--- src/rtl/cp0_ctrl_if.sv ---
// Core <-> coprocessor-0 bus: mfc0/mtc0/eret requests, exception entry and PC redirect.
// The master modport is the pipeline side; the slave modport is cp0_ctrl.
interface cp0_ctrl_if #(
    parameter int unsigned NUM_IRQ = 6
);
    logic                 mfc0;
    logic                 mtc0;
    logic                 eret;
    logic                 exc_valid;
    logic [4:0]           exc_code;
    logic                 exc_bd;
    logic [31:0]          exc_badvaddr;
    logic [4:0]           addr;
    logic [31:0]          wdata;
    logic [31:0]          pc;
    logic [NUM_IRQ-1:0]   irq;
    logic [31:0]          rdata;
    logic [31:0]          status_out;
    logic [31:0]          epc_out;
    logic                 int_req;
    logic                 exc_taken;
    logic                 eret_taken;
    logic [31:0]          target_pc;

    modport master (
        output mfc0, mtc0, eret, exc_valid, exc_code, exc_bd, exc_badvaddr,
        output addr, wdata, pc, irq,
        input  rdata, status_out, epc_out, int_req, exc_taken, eret_taken, target_pc
    );

    modport slave (
        input  mfc0, mtc0, eret, exc_valid, exc_code, exc_bd, exc_badvaddr,
        input  addr, wdata, pc, irq,
        output rdata, status_out, epc_out, int_req, exc_taken, eret_taken, target_pc
    );
endinterface

--- src/rtl/cp0_ctrl.sv ---
// MIPS coprocessor 0: Status/Cause/EPC/BadVAddr/Count/Compare, exception entry, eret and
// the Count/Compare timer interrupt. Priority per cycle is exception > eret > mtc0.
module cp0_ctrl #(
    parameter int unsigned NUM_IRQ    = 6,
    parameter logic [31:0] EXC_VECTOR = 32'h0040_0004,
    parameter logic [31:0] STATUS_RST = 32'h0000_0000,
    parameter int unsigned COUNT_DIV  = 1
) (
    input  logic     clk,
    input  logic     rst,
    cp0_ctrl_if.slave cp0
);
    localparam logic [4:0] AddrBadVAddr = 5'd8;
    localparam logic [4:0] AddrCount    = 5'd9;
    localparam logic [4:0] AddrCompare  = 5'd11;
    localparam logic [4:0] AddrStatus   = 5'd12;
    localparam logic [4:0] AddrCause    = 5'd13;
    localparam logic [4:0] AddrEpc      = 5'd14;
    localparam logic [3:0] DivMax       = 4'(COUNT_DIV - 1);

    logic [31:0]        status_q, status_d;
    logic [31:0]        epc_q, epc_d;
    logic [31:0]        badvaddr_q, badvaddr_d;
    logic [31:0]        count_q, count_d;
    logic [31:0]        compare_q, compare_d;
    logic [3:0]         div_q, div_d;
    logic               timer_q, timer_d;
    logic               bd_q, bd_d;
    logic [4:0]         exccode_q, exccode_d;
    logic [1:0]         ip_sw_q, ip_sw_d;
    logic [NUM_IRQ-1:0] irq_q, irq_d;

    logic [7:0]  ip;
    logic [31:0] cause;
    logic        exc_en;
    logic        eret_en;
    logic        wr_en;

    assign exc_en  = cp0.exc_valid;
    assign eret_en = cp0.eret & ~cp0.exc_valid;
    assign wr_en   = cp0.mtc0 & ~cp0.exc_valid & ~cp0.eret;

    // Lines beyond IP6 have no slot of their own and share IP7 with the timer.
    always_comb begin
        ip      = '0;
        ip[1:0] = ip_sw_q;
        ip[7]   = timer_q;
        for (int i = 0; i < NUM_IRQ; i++) begin
            if (i < 5) begin
                ip[2 + i] = irq_q[i];
            end else begin
                ip[7] = ip[7] | irq_q[i];
            end
        end
    end

    assign cause = {bd_q, 15'b0, ip, 1'b0, exccode_q, 2'b00};

    always_comb begin
        status_d   = status_q;
        epc_d      = epc_q;
        badvaddr_d = badvaddr_q;
        count_d    = count_q;
        compare_d  = compare_q;
        div_d      = div_q + 4'd1;
        timer_d    = timer_q | (count_q == compare_q);
        bd_d       = bd_q;
        exccode_d  = exccode_q;
        ip_sw_d    = ip_sw_q;
        irq_d      = cp0.irq;

        if (div_q == DivMax) begin
            div_d   = '0;
            count_d = count_q + 32'd1;
        end

        if (exc_en) begin
            exccode_d   = cp0.exc_code;
            status_d[1] = 1'b1;
            if (!status_q[1]) begin
                epc_d = cp0.exc_bd ? (cp0.pc - 32'd4) : cp0.pc;
                bd_d  = cp0.exc_bd;
            end
            if (cp0.exc_code == 5'd4 || cp0.exc_code == 5'd5) begin
                badvaddr_d = cp0.exc_badvaddr;
            end
        end else if (eret_en) begin
            status_d[1] = 1'b0;
        end else if (wr_en) begin
            // BadVAddr is hardware-owned; writes to it fall through to the default.
            case (cp0.addr)
                AddrCount: begin
                    count_d = cp0.wdata;
                    div_d   = '0;
                end
                AddrCompare: begin
                    compare_d = cp0.wdata;
                    timer_d   = 1'b0;
                end
                AddrStatus: status_d = cp0.wdata;
                AddrCause:  ip_sw_d  = cp0.wdata[9:8];
                AddrEpc:    epc_d    = cp0.wdata;
                default: ;
            endcase
        end
    end

    always_ff @(posedge clk or posedge rst) begin
        if (rst) begin
            status_q   <= STATUS_RST;
            epc_q      <= '0;
            badvaddr_q <= '0;
            count_q    <= '0;
            compare_q  <= '0;
            div_q      <= '0;
            timer_q    <= 1'b0;
            bd_q       <= 1'b0;
            exccode_q  <= '0;
            ip_sw_q    <= '0;
            irq_q      <= '0;
        end else begin
            status_q   <= status_d;
            epc_q      <= epc_d;
            badvaddr_q <= badvaddr_d;
            count_q    <= count_d;
            compare_q  <= compare_d;
            div_q      <= div_d;
            timer_q    <= timer_d;
            bd_q       <= bd_d;
            exccode_q  <= exccode_d;
            ip_sw_q    <= ip_sw_d;
            irq_q      <= irq_d;
        end
    end

    always_comb begin
        cp0.rdata = '0;
        if (cp0.mfc0) begin
            case (cp0.addr)
                AddrBadVAddr: cp0.rdata = badvaddr_q;
                AddrCount:    cp0.rdata = count_q;
                AddrCompare:  cp0.rdata = compare_q;
                AddrStatus:   cp0.rdata = status_q;
                AddrCause:    cp0.rdata = cause;
                AddrEpc:      cp0.rdata = epc_q;
                default:      cp0.rdata = '0;
            endcase
        end
    end

    always_comb begin
        cp0.target_pc = '0;
        if (exc_en) begin
            cp0.target_pc = EXC_VECTOR;
        end else if (eret_en) begin
            cp0.target_pc = epc_q;
        end
    end

    assign cp0.exc_taken  = exc_en;
    assign cp0.eret_taken = eret_en;
    assign cp0.status_out = status_q;
    assign cp0.epc_out    = epc_q;
    assign cp0.int_req    = status_q[0] & ~status_q[1] & |(ip & status_q[15:8]);
endmodule

--- src/flat_wrapper.sv ---
// flat-port wrapper written by rule: the top's interface ports become plain ports
module cp0_ctrl_flat 
#(
    parameter int unsigned NUM_IRQ    = 6,
    parameter logic [31:0] EXC_VECTOR = 32'h0040_0004,
    parameter logic [31:0] STATUS_RST = 32'h0000_0000,
    parameter int unsigned COUNT_DIV  = 1
)
  (clk, rst, cp0_mfc0, cp0_mtc0, cp0_eret, cp0_exc_valid, cp0_exc_code, cp0_exc_bd, cp0_exc_badvaddr, cp0_addr, cp0_wdata, cp0_pc, cp0_irq, cp0_rdata, cp0_status_out, cp0_epc_out, cp0_int_req, cp0_exc_taken, cp0_eret_taken, cp0_target_pc);
  cp0_ctrl_if #(.NUM_IRQ(NUM_IRQ)) cp0_i ();
  input  logic clk;
  input  logic rst;
  input wire logic [$bits(cp0_i.mfc0)-1:0] cp0_mfc0;
  input wire logic [$bits(cp0_i.mtc0)-1:0] cp0_mtc0;
  input wire logic [$bits(cp0_i.eret)-1:0] cp0_eret;
  input wire logic [$bits(cp0_i.exc_valid)-1:0] cp0_exc_valid;
  input wire logic [$bits(cp0_i.exc_code)-1:0] cp0_exc_code;
  input wire logic [$bits(cp0_i.exc_bd)-1:0] cp0_exc_bd;
  input wire logic [$bits(cp0_i.exc_badvaddr)-1:0] cp0_exc_badvaddr;
  input wire logic [$bits(cp0_i.addr)-1:0] cp0_addr;
  input wire logic [$bits(cp0_i.wdata)-1:0] cp0_wdata;
  input wire logic [$bits(cp0_i.pc)-1:0] cp0_pc;
  input wire logic [$bits(cp0_i.irq)-1:0] cp0_irq;
  output wire logic [$bits(cp0_i.rdata)-1:0] cp0_rdata;
  output wire logic [$bits(cp0_i.status_out)-1:0] cp0_status_out;
  output wire logic [$bits(cp0_i.epc_out)-1:0] cp0_epc_out;
  output wire logic [$bits(cp0_i.int_req)-1:0] cp0_int_req;
  output wire logic [$bits(cp0_i.exc_taken)-1:0] cp0_exc_taken;
  output wire logic [$bits(cp0_i.eret_taken)-1:0] cp0_eret_taken;
  output wire logic [$bits(cp0_i.target_pc)-1:0] cp0_target_pc;
  assign cp0_i.mfc0 = cp0_mfc0;
  assign cp0_i.mtc0 = cp0_mtc0;
  assign cp0_i.eret = cp0_eret;
  assign cp0_i.exc_valid = cp0_exc_valid;
  assign cp0_i.exc_code = cp0_exc_code;
  assign cp0_i.exc_bd = cp0_exc_bd;
  assign cp0_i.exc_badvaddr = cp0_exc_badvaddr;
  assign cp0_i.addr = cp0_addr;
  assign cp0_i.wdata = cp0_wdata;
  assign cp0_i.pc = cp0_pc;
  assign cp0_i.irq = cp0_irq;
  assign cp0_rdata = cp0_i.rdata;
  assign cp0_status_out = cp0_i.status_out;
  assign cp0_epc_out = cp0_i.epc_out;
  assign cp0_int_req = cp0_i.int_req;
  assign cp0_exc_taken = cp0_i.exc_taken;
  assign cp0_eret_taken = cp0_i.eret_taken;
  assign cp0_target_pc = cp0_i.target_pc;
  cp0_ctrl #(.NUM_IRQ(NUM_IRQ), .EXC_VECTOR(EXC_VECTOR), .STATUS_RST(STATUS_RST), .COUNT_DIV(COUNT_DIV)) u_core (.clk(clk), .rst(rst), .cp0(cp0_i));
endmodule
--- config.mk ---
export PLATFORM = sky130hd
export DESIGN_NAME = cp0_ctrl_flat
export DESIGN_NICKNAME = d
export VERILOG_FILES = /design/src/rtl/cp0_ctrl_if.sv /design/src/rtl/cp0_ctrl.sv /design/src/flat_wrapper.sv
export SDC_FILE = /design/constraint.sdc
export NUM_CORES = 1
export LEC_CHECK = 0
export CORE_MARGIN = 4
export CORE_UTILIZATION = 40
export DETAILED_ROUTE_END_ITERATION = 8
export PLACE_DENSITY = 0.64
export SYNTH_ARGS = -nofsm -noshare
export SYNTH_HDL_FRONTEND = slang
export SYNTH_SLANG_ARGS = --single-unit
--- constraint.sdc ---
create_clock -name clk -period 7.62 [get_ports clk]
set_input_delay 0.762 -clock clk [delete_from_list [all_inputs] [get_ports clk]]
set_output_delay 0.762 -clock clk [all_outputs]
set_load 0.02 [all_outputs]
==> summary.json, run 1 <==
{
  "vias_in_the_first_global_route": 8646,
  "synth_top_cells_by_area": "sky130_fd_sc_hd__dfrtp_1 (44%), sky130_fd_sc_hd__mux2_2 (15%), sky130_fd_sc_hd__xnor2_1 (5.8%)",
  "portBuffers": 249,
  "syn_area_per_cell_um2": 10.5,
  "setup.worst_path.start_class": "primary input",
  "totalWireLength_mm": 35.8,
  "post-synth-top-area-fraction": 0.444,
  "number_of_enable_type_register_cells_in_the_synthesized_netlist": 0,
  "fp.dieArea_mm2": 0.0278,
  "fin_ws_ps": 3040,
  "critPathRequiredTime_ps": 6860,
  "place_worst_setup_slack_ps": 3120,
  "area_growth_syn_to_layout_pct": 33.6,
  "hold_viol_final": 0,
  "max-vdd-ir-drop_uv": 140,
  "synth.largest_area_cell": "sky130_fd_sc_hd__dfrtp_1",
  "critPathCaptureType": "primary output",
  "hold_path.class": "reg -> reg",
  "grt_antenna_before_repair": 2,
  "seqCellArea_mm2": 0.00448,
  "period_share": 0.601,
  "tightestPinTransition_ps": 1110,
  "gr-total-overflow": 0,
  "cts.clk_slew.worst_paths_ps": 70,
  "post_route_cells_drive_above_1_share": 0.169,
  "dp_hpwl_mm": 26.8,
  "post-route-drc-count": 0,
  "post_synth_instance_area_mm2": 0.0101,
  "timing.clock.skew_ps": 7.29,
  "timing_max_transition_violations_final": 0,
  "net_count_after_synthesis": 1083,
  "grt_start_max_net_pins": 76,
  "final_setup_vio_count": 0,
  "post-route-min-period_ps": 4580,
  "leakagePower_nw": 5.24,
  "yosysWarnings": 0,
  "maxCapViolations": 0,
  "drt_pass1_iterations": 8,
  "dieWidth_um": 167,
  "die_y_um": 167,
  "cts_buffer_depth": 2,
  "power.density_mw_per_mm2": 230,
  "cts_buffers": 17,
  "fill_cells": 2241,
  "drt-wirelength-per-cell_um": 23.8,
  "vias": 8633,
  "htree_levels": 4,
  "arrival_time_at_the_worst_endpoint_ps": 3820,
  "final_antenna_net_count": 0,
  "cts_repair_resize_count": 0,
  "result_of_the_run": "finished, final reports clean",
  "clkLatencyLatePin_ps": 430,
  "floorplan.initialDensity": 0.411,
  "timing_worst_setup_path_type": "in -> out",
  "multi_input_area_mm2": 0.00532,
  "netlist_instances": 960,
  "cts_tree": "done",
  "cp_max_fo": 27,
  "holdBufCountCts": 0,
  "postCtsSetupBuffers": 0,
  "top_level_ports": 250,
  "timing.max_slew.rel_slack": 0.258,
  "achievable-frequency_ghz": 0.218,
  "gpl.final_weighted_congestion": 0.853,
  "synth_top_cells_by_count": "sky130_fd_sc_hd__dfrtp_1 (179), sky130_fd_sc_hd__mux2_2 (134), sky130_fd_sc_hd__nand2_1 (70)",
  "cts.sinks": 179,
  "ys_types": 52,
  "number_of_synthesized_register_bits": 179,
  "rows": 57,
  "core_area_mm2": 0.0245,
  "post-synth-top-count-cell": "sky130_fd_sc_hd__dfrtp_1",
  "viasPerCell": 5.74,
  "synth_top_flop_cell": "sky130_fd_sc_hd__dfrtp_1",
  "ys_seq_area_frac": 0.444,
  "track_usage": 0.250,
  "initialDrtViolationCount": 682,
  "timing.setup.tns_ps": 0,
  "num-nets-final": 1291,
  "grt_first_pass_wirelength_mm": 53.5,
  "postSynth.asyncResetShare": 1.00,
  "rsz0062_at_grt": "no",
  "clock-root-buffer": "sky130_fd_sc_hd__clkbuf_16"
}
==> final cells by class <==
cell class / count / share of cell area
sequential: 179 / 0.333
antenna: 1 / 0.000186
timing repair buffer: 262 / 0.192
tap: 324 / 0.0301
clock buffer: 18 / 0.0326
inverter: 9 / 0.00288
multi-input combinational: 699 / 0.395
clock inverter: 12 / 0.0153
==> sequential cells by signal, summed over array words and instances (netlist names) <==
signal / count
u_core.cp0.epc_out: 32
u_core.exccode_q: 5
u_core.count_q: 32
u_core.timer_q: 1
u_core.bd_q: 1
u_core.cp0.status_out: 32
u_core.div_q: 4
u_core.ip_sw_q: 2
u_core.badvaddr_q: 32
u_core.irq_q: 6
u_core.compare_q: 32
==> final timing paths <==
check	start	end	slack, ps	depth (start not counted)
worst max-delay path	cp0_addr[2]	cp0_rdata[31]	3040	7
worst min-delay path	u_core.div_q[0]	u_core.div_q[0]	500	1
worst max register to register	u_core.div_q[0]	u_core.count_q[7]	5060	7
worst min register to register	u_core.div_q[0]	u_core.div_q[0]	500	1
max in group asynchronous	rst	u_core.count_q[4]	5510	3
min in group asynchronous	rst	u_core.cp0.epc_out[25]	840	2
==> cell families after synthesis <==
group                      count (synthesis)  share of synthesized area
AOI/OAI and AO/OA                        198                      0.121
xor gates and xnor gates                  93                     0.0808
adders and majority gates                  4                    0.00496
buffers and inverters                     82                     0.0330
DFF                                      179                      0.444
muxes                                    143                      0.159
and+or+nand+nor                          261                      0.158
==> placed cells by master, fill, tap and decap left out, drive strengths merged, types with 2 or more instances in the layout <==
cell type | netlist | final
clkdlybuf4s50 | 0 | 247
dfrtp | 179 | 179
mux2 | 134 | 134
nand2 | 70 | 70
o21ai | 70 | 70
xnor2 | 67 | 67
a21oi | 53 | 53
a22oi | 51 | 51
and2 | 35 | 35
xor2 | 26 | 26
nand3 | 22 | 22
nor2 | 22 | 22
nand4 | 21 | 21
nor3b | 21 | 21
nor4 | 21 | 21
clkbuf | 51 | 18
buf | 22 | 15
a222oi | 14 | 14
and3 | 11 | 11
inv | 9 | 10
mux2i | 9 | 9
nor3 | 9 | 9
nor4b | 8 | 8
bufinv | 0 | 5
and4 | 4 | 4
ha | 4 | 4
or4 | 4 | 4
nor2b | 3 | 3
or3 | 3 | 3
clkinvlp | 0 | 3
clkinv | 0 | 3
a31oi | 2 | 2
a21o | 2 | 2
==> critical path, cell delays in order <==
cell and delay (ps):
sky130_fd_sc_hd__clkdlybuf4s50_1 480, sky130_fd_sc_hd__or3b_2 550, sky130_fd_sc_hd__nor3b_4 440, sky130_fd_sc_hd__buf_4 420
sky130_fd_sc_hd__a22oi_1 140, sky130_fd_sc_hd__a21oi_1 330, sky130_fd_sc_hd__clkdlybuf4s50_1 670
==> power breakdown <==
part | leakage (nW) | internal (W) | switching [W]
combinational | 2.73 | 0.000394 | 0.000386
clock | 0.306 | 0.000590 | 0.000385
sequential | 2.20 | 0.00112 | 0.000224
total | 5.24 | 0.00210 | 0.000995
==> metal layers <==
layer | global-route usage | vias up | share of wire
met1 | 0.325 | 4323 | 0.41
li1 | - | 3910 | -
met2 | 0.412 | 348 | 0.49
met4 | 0.0776 | 2 | 0.026
met5 | 0 | - | 0.00036
met3 | 0.0664 | 50 | 0.072
==> through the flow <==
| stage | hold slack (ps) | total power [W] | utilization | instance area [µm²] | cells |
|---|---|---|---|---|---|
| final | 504 | 0.00309 | 0.549 | 13500 | 1504 |
| after global routing | 523 | 0.00323 | 0.549 | 13500 | 1504 |
| after CTS | 507 | 0.00310 | 0.549 | 13500 | 1503 |
| after detailed placement | 492 | 0.00213 | 0.523 | 12800 | 1473 |
| after global placement | 484 | 0.00211 | 0.523 | 12800 | 1473 |
| after floorplan | 467 | 0.00173 | - | 10100 | 960 |
Power figures use the tool's default switching activity.
==> run 2: changes to the inputs <==
==> constraint.sdc (replaced) <==
create_clock -name clk -period 4.8 [get_ports clk]
set_input_delay 0.48 -clock clk [delete_from_list [all_inputs] [get_ports clk]]
set_output_delay 0.48 -clock clk [all_outputs]
set_load 0.02 [all_outputs]
==> run 2 against run 1 <==
Die area unchanged; clock skew up 4.1 ps; flip-flop and latch count unchanged; critical path type unchanged; combinational power up 58%; critical endpoint unchanged; final cell count unchanged; core utilization down 0.23 points; critical path depth up 1.
==> summary.json, run 2 (synthesized netlist as in run 1, its figures left out) <==
{
  "power.density": {"value": 351, "unit": "mW/mm²", "change": "was 230 mW/mm²"},
  "gpl.final_weighted_congestion": {"value": 0.923, "change": "was 0.853"},
  "antenna_cells": {"value": 0, "change": "was 1"},
  "area_growth_syn_to_layout": {"value": 33.0, "unit": "%", "change": "was 33.6%"},
  "gr-total-overflow": {"value": 0, "change": "unchanged"},
  "dp_hpwl": {"value": 26.6, "unit": "mm", "change": "was 26.8 mm"},
  "dieWidth": {"value": 167, "unit": "µm", "change": "unchanged"},
  "core_area": {"value": 0.0245, "unit": "mm²", "change": "unchanged"},
  "total_power": {"value": 0.00470, "unit": "W", "change": "was 0.00309 W"},
  "grt_antenna_before_repair": {"value": 0, "change": "was 2"},
  "result_of_the_run": {"value": "finished, final reports clean", "change": "unchanged"},
  "grt_start_max_net_pins": {"value": 69, "change": "was 76"},
  "rows": {"value": 57, "change": "unchanged"},
  "most-common-layout-cells": {"value": "sky130_fd_sc_hd__clkdlybuf4s50_1 (247), sky130_fd_sc_hd__dfrtp_1 (179), sky130_fd_sc_hd__mux2_2 (134)", "change": "unchanged"},
  "cts.sinks": {"value": 179, "change": "unchanged"},
  "floorplan.initialDensity": {"value": 0.411, "change": "unchanged"},
  "post-route-drc-count": {"value": 0, "change": "unchanged"},
  "placedInstanceArea": {"value": 0.0129, "unit": "mm²", "change": "was 0.0128 mm²"},
  "final_setup_vio_count": {"value": 0, "change": "unchanged"},
  "clkLatencyLatePin": {"value": 430, "unit": "ps", "change": "about the same"},
  "timing.max_slew.rel_slack": {"value": 0.260, "change": "was 0.258"},
  "cts_buffers": {"value": 17, "change": "unchanged"},
  "period_share": 0.866,
  "mostFrequentLayoutCell": {"value": "sky130_fd_sc_hd__clkdlybuf4s50_1", "change": "unchanged"},
  "viasPerCell": {"value": 5.77, "change": "was 5.74"},
  "vias_in_the_first_global_route": {"value": 8757, "change": "was 8646"},
  "htree_levels": {"value": 4, "change": "unchanged"},
  "timing.setup.tns": {"value": 0, "unit": "ps", "change": "unchanged"},
  "fp.dieArea": {"value": 0.0278, "unit": "mm²", "change": "unchanged"},
  "final_antenna_net_count": {"value": 0, "change": "unchanged"},
  "flop_to_flop_setup_slack": {"value": 2320, "unit": "ps", "change": "was 5060 ps"},
  "achievable-frequency_ghz": 0.240,
  "rsz0062_at_grt": {"value": "no", "change": "unchanged"},
  "vias": {"value": 8684, "change": "was 8633"},
  "fill_cells": {"value": 2196, "change": "was 2241"},
  "track_usage": {"value": 0.250, "change": "about the same"},
  "arrival_time_at_the_worst_endpoint": {"value": 3680, "unit": "ps", "change": "was 3820 ps"},
  "die_y": {"value": 167, "unit": "µm", "change": "unchanged"},
  "number_of_cell_instances_on_the_worst_register_to_register_path": {"value": 7, "change": "unchanged"},
  "final_area": {"value": 0.0134, "unit": "mm²", "change": "was 0.0135 mm²"},
  "cts_repair_resize_count": {"value": 0, "change": "unchanged"},
  "hold_path.class": {"value": "in -> reg", "change": "was reg -> reg"},
  "drt_pass1_iterations": {"value": 6, "change": "was 8"},
  "hold_path_depth": {"value": 2, "change": "was 1"},
  "post_route_cells_drive_above_1_share": {"value": 0.169, "change": "about the same"},
  "critPathRequiredTime": {"value": 4320, "unit": "ps", "change": "was 6860 ps"},
  "post-route-min-period_ps": 4160,
  "initialDrtViolationCount": {"value": 893, "change": "was 682"},
  "critPathCaptureType": {"value": "primary output", "change": "unchanged"},
  "num-nets-final": {"value": 1292, "change": "was 1291"},
  "drt-wirelength-per-cell": {"value": 23.6, "unit": "µm", "change": "was 23.8 µm"},
  "cts_buffer_depth": {"value": 2, "change": "unchanged"},
  "tightestPinTransition": {"value": 1110, "unit": "ps", "change": "about the same"},
  "multi_input_area": {"value": 0.00532, "unit": "mm²", "change": "unchanged"},
  "leakagePower": {"value": 5.21, "unit": "nW", "change": "was 5.24 nW"},
  "hold_viol_final": {"value": 0, "change": "unchanged"},
  "top_level_ports": {"value": 250, "change": "unchanged"},
  "postCtsSetupBuffers": {"value": 0, "change": "unchanged"},
  "timing.clock.skew": {"value": 11.4, "unit": "ps", "change": "was 7.29 ps"},
  "cp_max_fo": {"value": 21, "change": "was 27"},
  "grt_first_pass_wirelength": {"value": 53.8, "unit": "mm", "change": "was 53.5 mm"},
  "timing_worst_setup_path_type": {"value": "in -> out", "change": "unchanged"},
  "max-vdd-ir-drop": {"value": 213, "unit": "µV", "change": "was 140 µV"},
  "portBuffers": {"value": 249, "change": "unchanged"},
  "maxCapViolations": {"value": 0, "change": "unchanged"},
  "hold-worst-slack": {"value": 381, "unit": "ps", "change": "was 504 ps"},
  "seqCellArea": {"value": 0.00448, "unit": "mm²", "change": "unchanged"},
  "setup.worst_path.start_class": {"value": "primary input", "change": "unchanged"},
  "totalWireLength": {"value": 35.6, "unit": "mm", "change": "was 35.8 mm"},
  "clock-root-buffer": {"value": "sky130_fd_sc_hd__clkbuf_16", "change": "unchanged"},
  "timing_max_transition_violations_final": {"value": 0, "change": "unchanged"},
  "holdBufCountCts": {"value": 0, "change": "unchanged"},
  "cts.clk_slew.worst_paths": {"value": 70, "unit": "ps", "change": "about the same"},
  "cts_tree": {"value": "done", "change": "unchanged"}
}
-- run 2: cell types whose count changed in the layout (fill, tap and decap cells not counted), sizes merged --
cell and delta:
bufinv -4, inv +1, clkbuf +1, diode -1, buf +1, clkinv +2
-- run 2: power breakdown --
| group | switching, W | internal (W) |
|---|---|---|
| clock network | 0.000615 | 0.000727 |
| registers | 0.000358 | 0.00177 |
| logic | 0.000605 | 0.000627 |
| total | 0.00158 | 0.00312 |
-- run 2: area by class of cell --
type                       count  share of cell area
inverter                       9             0.00280
clock buffer                  19              0.0330
timing repair buffer         263               0.196
tap                          324              0.0302
multi-input combinational    699               0.396
sequential                   179               0.334
clock inverter                11             0.00774
-- run 2: worst max-delay path: stages --
cell and delay, ps:
sky130_fd_sc_hd__clkdlybuf4s50_1 500, sky130_fd_sc_hd__nor2b_1 190, sky130_fd_sc_hd__nor2b_1 320, sky130_fd_sc_hd__and3_1 800, sky130_fd_sc_hd__buf_4 350, sky130_fd_sc_hd__a22oi_1 90
sky130_fd_sc_hd__a21oi_1 290, sky130_fd_sc_hd__clkdlybuf4s50_1 660
-- run 2: metrics by stage --
stage	setup WS [ps]	instances	utilization
after floorplan	2030	960	-
after global placement	729	1474	0.524
after detailed placement	700	1474	0.524
after CTS	698	1504	0.547
after global routing	578	1504	0.547
final	641	1504	0.547
-- run 2: worst paths after layout --
path	start	end
max in group asynchronous	rst	u_core.div_q[3]
min	cp0_exc_valid	u_core.cp0.status_out[1]
max	cp0_addr[3]	cp0_rdata[31]
min in group asynchronous	rst	u_core.cp0.epc_out[29]
min reg2reg	u_core.div_q[0]	u_core.div_q[0]
max reg2reg	u_core.div_q[0]	u_core.count_q[31]
-- run 2: per-layer routing --
metal | track usage | part of all wire
met5 | 0 | 0
met4 | 0.0875 | 0.034
met3 | 0.0495 | 0.074
met2 | 0.408 | 0.47
met1 | 0.334 | 0.42
==> run 3: changes to the inputs <==
--- a/config.mk
+++ b/config.mk
@@ -5,6 +5,7 @@
 export SDC_FILE = /design/constraint.sdc
 export NUM_CORES = 1
 export LEC_CHECK = 0
+export CORE_ASPECT_RATIO = 0.9
 export CORE_MARGIN = 4
 export CORE_UTILIZATION = 40
 export DETAILED_ROUTE_END_ITERATION = 8
==> run 3 against run 2 <==
Clock skew decreased by 1.2 ps; worst hold slack improved by 110 ps; largest power group unchanged; core utilization increased by 0.65 points; critical path depth decreased by 1; highest routed layer is now met5; critical endpoint is now cp0_rdata[0]; flip-flop and latch count unchanged; clock power increased by 15%; critical path type unchanged.
==> summary.json, run 3 (synthesized netlist as in run 1, its figures left out) <==
{
  "vias": {"value": 8667, "change": "was 8684"},
  "most-common-layout-cells": {"value": "sky130_fd_sc_hd__clkdlybuf4s50_1 (247), sky130_fd_sc_hd__dfrtp_1 (179), sky130_fd_sc_hd__mux2_2 (134)", "change": "unchanged"},
  "result_of_the_run": {"value": "finished, final reports clean", "change": "unchanged"},
  "fp.dieArea": {"value": 0.0278, "unit": "mm²", "change": "about the same"},
  "die_y": {"value": 159, "unit": "µm", "change": "was 167 µm"},
  "arrival_time_at_the_worst_endpoint": {"value": 3500, "unit": "ps", "change": "was 3680 ps"},
  "cts.clk_slew.worst_paths": {"value": 60, "unit": "ps", "change": "was 70 ps"},
  "timing.clock.skew": {"value": 10.2, "unit": "ps", "change": "was 11.4 ps"},
  "internal_power": {"value": 0.00330, "unit": "W", "change": "was 0.00312 W"},
  "leakagePower": {"value": 5.28, "unit": "nW", "change": "was 5.21 nW"},
  "dieWidth": {"value": 175, "unit": "µm", "change": "was 167 µm"},
  "track_usage": {"value": 0.251, "change": "was 0.250"},
  "viasPerCell": {"value": 5.70, "change": "was 5.77"},
  "totalWireLength": {"value": 35.4, "unit": "mm", "change": "was 35.6 mm"},
  "core_area": {"value": 0.0245, "unit": "mm²", "change": "about the same"},
  "power.density": {"value": 360, "unit": "mW/mm²", "change": "was 351 mW/mm²"},
  "gpl.final_weighted_congestion": {"value": 0.879, "change": "was 0.923"},
  "drt-wirelength-per-cell": {"value": 23.2, "unit": "µm", "change": "was 23.6 µm"},
  "area_growth_syn_to_layout": {"value": 34.6, "unit": "%", "change": "was 33.0%"},
  "cts_buffers": {"value": 17, "change": "unchanged"},
  "tightestPinTransition": {"value": 1140, "unit": "ps", "change": "was 1110 ps"},
  "post-route-min-period": {"value": 3980, "unit": "ps", "change": "was 4160 ps"},
  "seq_power_share": {"value": 0.434, "change": "was 0.453"},
  "post-route-drc-count": {"value": 0, "change": "unchanged"},
  "grt_start_max_net_pins": {"value": 76, "change": "was 69"},
  "achievable-frequency": {"value": 0.252, "unit": "GHz", "change": "was 0.240 GHz"},
  "cts_buffer_depth": {"value": 2, "change": "unchanged"},
  "portBuffers": {"value": 249, "change": "unchanged"},
  "final_core_utilization": {"value": 0.553, "change": "was 0.547"},
  "period_share": {"value": 0.828, "change": "was 0.866"},
  "power.clock.fraction": {"value": 0.314, "change": "was 0.285"},
  "timing.setup.tns": {"value": 0, "unit": "ps", "change": "unchanged"},
  "rows": {"value": 54, "change": "was 57"},
  "clock-root-buffer": {"value": "sky130_fd_sc_hd__clkbuf_16", "change": "unchanged"},
  "htree_levels": {"value": 4, "change": "unchanged"},
  "crit_chain": {"value": "clkdlybuf4s50_1, or3b_2, nor3b_4, buf_4, a22oi_1, a21oi_1, clkdlybuf4s50_1", "change": "was clkdlybuf4s50_1, nor2b_1, nor2b_1, and3_1, buf_4, a22oi_1, a21oi_1, clkdlybuf4s50_1"},
  "post_route_cells_drive_above_1_share": {"value": 0.172, "change": "was 0.169"},
  "timing_worst_setup_path_type": {"value": "in -> out", "change": "unchanged"},
  "top_level_ports": {"value": 250, "change": "unchanged"},
  "setup.worst_path.start_class": {"value": "primary input", "change": "unchanged"},
  "clkLatencyLatePin": {"value": 430, "unit": "ps", "change": "about the same"},
  "hold_viol_final": {"value": 0, "change": "unchanged"},
  "switching_share": {"value": 0.324, "change": "was 0.336"},
  "holdBufCountCts": {"value": 0, "change": "unchanged"},
  "critPathCaptureType": {"value": "primary output", "change": "unchanged"},
  "critical-path-top-cell-by-count": "sky130_fd_sc_hd__clkdlybuf4s50_1",
  "hold_path.class": {"value": "in -> reg", "change": "unchanged"},
  "switchingPower": {"value": 0.00158, "unit": "W", "change": "about the same"},
  "cts_tree": {"value": "done", "change": "unchanged"},
  "postCtsSetupBuffers": {"value": 0, "change": "unchanged"},
  "vias_in_the_first_global_route": {"value": 8528, "change": "was 8757"},
  "drt_pass1_iterations": {"value": 5, "change": "was 6"},
  "fill_cells": {"value": 2188, "change": "was 2196"},
  "maxCapViolations": {"value": 0, "change": "unchanged"},
  "cp_max_fo": {"value": 13, "change": "was 21"},
  "power_frac_comb": {"value": 0.252, "change": "was 0.262"},
  "timing_max_transition_violations_final": {"value": 0, "change": "unchanged"},
  "crit_path_top_delay_cell": {"value": "sky130_fd_sc_hd__nor3b_4", "change": "was sky130_fd_sc_hd__and3_1"},
  "final_setup_vio_count": {"value": 0, "change": "unchanged"},
  "cts_repair_resize_count": {"value": 0, "change": "unchanged"},
  "critPathRequiredTime": {"value": 4320, "unit": "ps", "change": "about the same"},
  "antenna_cells": {"value": 0, "change": "unchanged"},
  "final_antenna_net_count": {"value": 0, "change": "unchanged"},
  "cts.sinks": {"value": 179, "change": "unchanged"},
  "rsz0062_at_grt": {"value": "no", "change": "unchanged"},
  "critical_path.max_stage_delay": {"value": 700, "unit": "ps", "change": "was 800 ps"},
  "max-vdd-ir-drop": {"value": 204, "unit": "µV", "change": "was 213 µV"},
  "grt_first_pass_wirelength": {"value": 53.0, "unit": "mm", "change": "was 53.8 mm"},
  "dp_hpwl": {"value": 26.3, "unit": "mm", "change": "was 26.6 mm"},
  "initialDrtViolationCount": {"value": 881, "change": "was 893"},
  "final_area": {"value": 0.0136, "unit": "mm²", "change": "was 0.0134 mm²"},
  "grt_antenna_before_repair": {"value": 1, "change": "was 0"},
  "timing.max_slew.rel_slack": {"value": 0.237, "change": "was 0.260"},
  "floorplan.initialDensity": {"value": 0.411, "change": "about the same"},
  "mostFrequentLayoutCell": {"value": "sky130_fd_sc_hd__clkdlybuf4s50_1", "change": "unchanged"},
  "num-nets-final": {"value": 1296, "change": "was 1292"},
  "gr-total-overflow": {"value": 0, "change": "unchanged"},
  "placedInstanceArea": {"value": 0.0129, "unit": "mm²", "change": "about the same"}
}
-- run 3: cell types whose count changed in the layout (fill, tap and decap cells not counted), moves of 2 or more --
cell | previous run | this run
sky130_fd_sc_hd__clkinvlp_4 | 3 | 1
sky130_fd_sc_hd__inv_6 | 3 | 1
sky130_fd_sc_hd__buf_12 | 3 | 5
sky130_fd_sc_hd__buf_4 | 11 | 13
sky130_fd_sc_hd__bufinv_16 | 1 | 4
-- run 3: final cells by class --
type,count,area [µm²],area share
repair buffers,267,2680,0.198
clock buffers,20,457,0.0337
flip-flops and latches,179,4480,0.330
well taps,336,420,0.0310
multi-input cells,699,5320,0.392
clock inverters,11,176,0.0130
inverters,9,37.5,0.00277
-- run 3: final timing paths --
path                                 start                         to  slack (ps)  cells after the start
min                             cp0_irq[5]            u_core.irq_q[5]         490                      1
max in group asynchronous              rst         u_core.count_q[16]        3310                      3
max                            cp0_addr[2]               cp0_rdata[0]         820                      7
min reg2reg                u_core.div_q[0]            u_core.div_q[0]         500                      1
min in group asynchronous              rst  u_core.cp0.status_out[27]         590                      2
max reg2reg                u_core.div_q[0]          u_core.count_q[5]        2290                      7
-- run 3: power by group through the flow --
stage,registers [W],clock network (W),logic (W)
floorplan,0.00208,0,0.000662
global placement,0.00214,0,0.00121
detailed placement,0.00214,0,0.00123
CTS,0.00211,0.00155,0.00124
global route,0.00215,0.00161,0.00133
finish,0.00212,0.00154,0.00123
-- run 3: through the flow --
stage	std cells	setup WS, ps	hold WS, ps	power, W
after floorplan	960	2030	467	0.00274
after global placement	1490	887	488	0.00335
after detailed placement	1490	868	495	0.00337
after CTS	1521	845	479	0.00490
after global routing	1521	717	475	0.00509
final	1521	825	488	0.00488
-- run 3: metal layers --
layer	global-route usage	wire length (µm)
met5	0	11
met4	0.0669	844
met3	0.0496	2540
met2	0.409	16600
met1	0.346	15300
-- run 3: worst max-delay path: cells and delay by family --
family          cells  cell delay [ps]
compound gates      2              320
simple gates        2             1250
buf+inv             3             1440
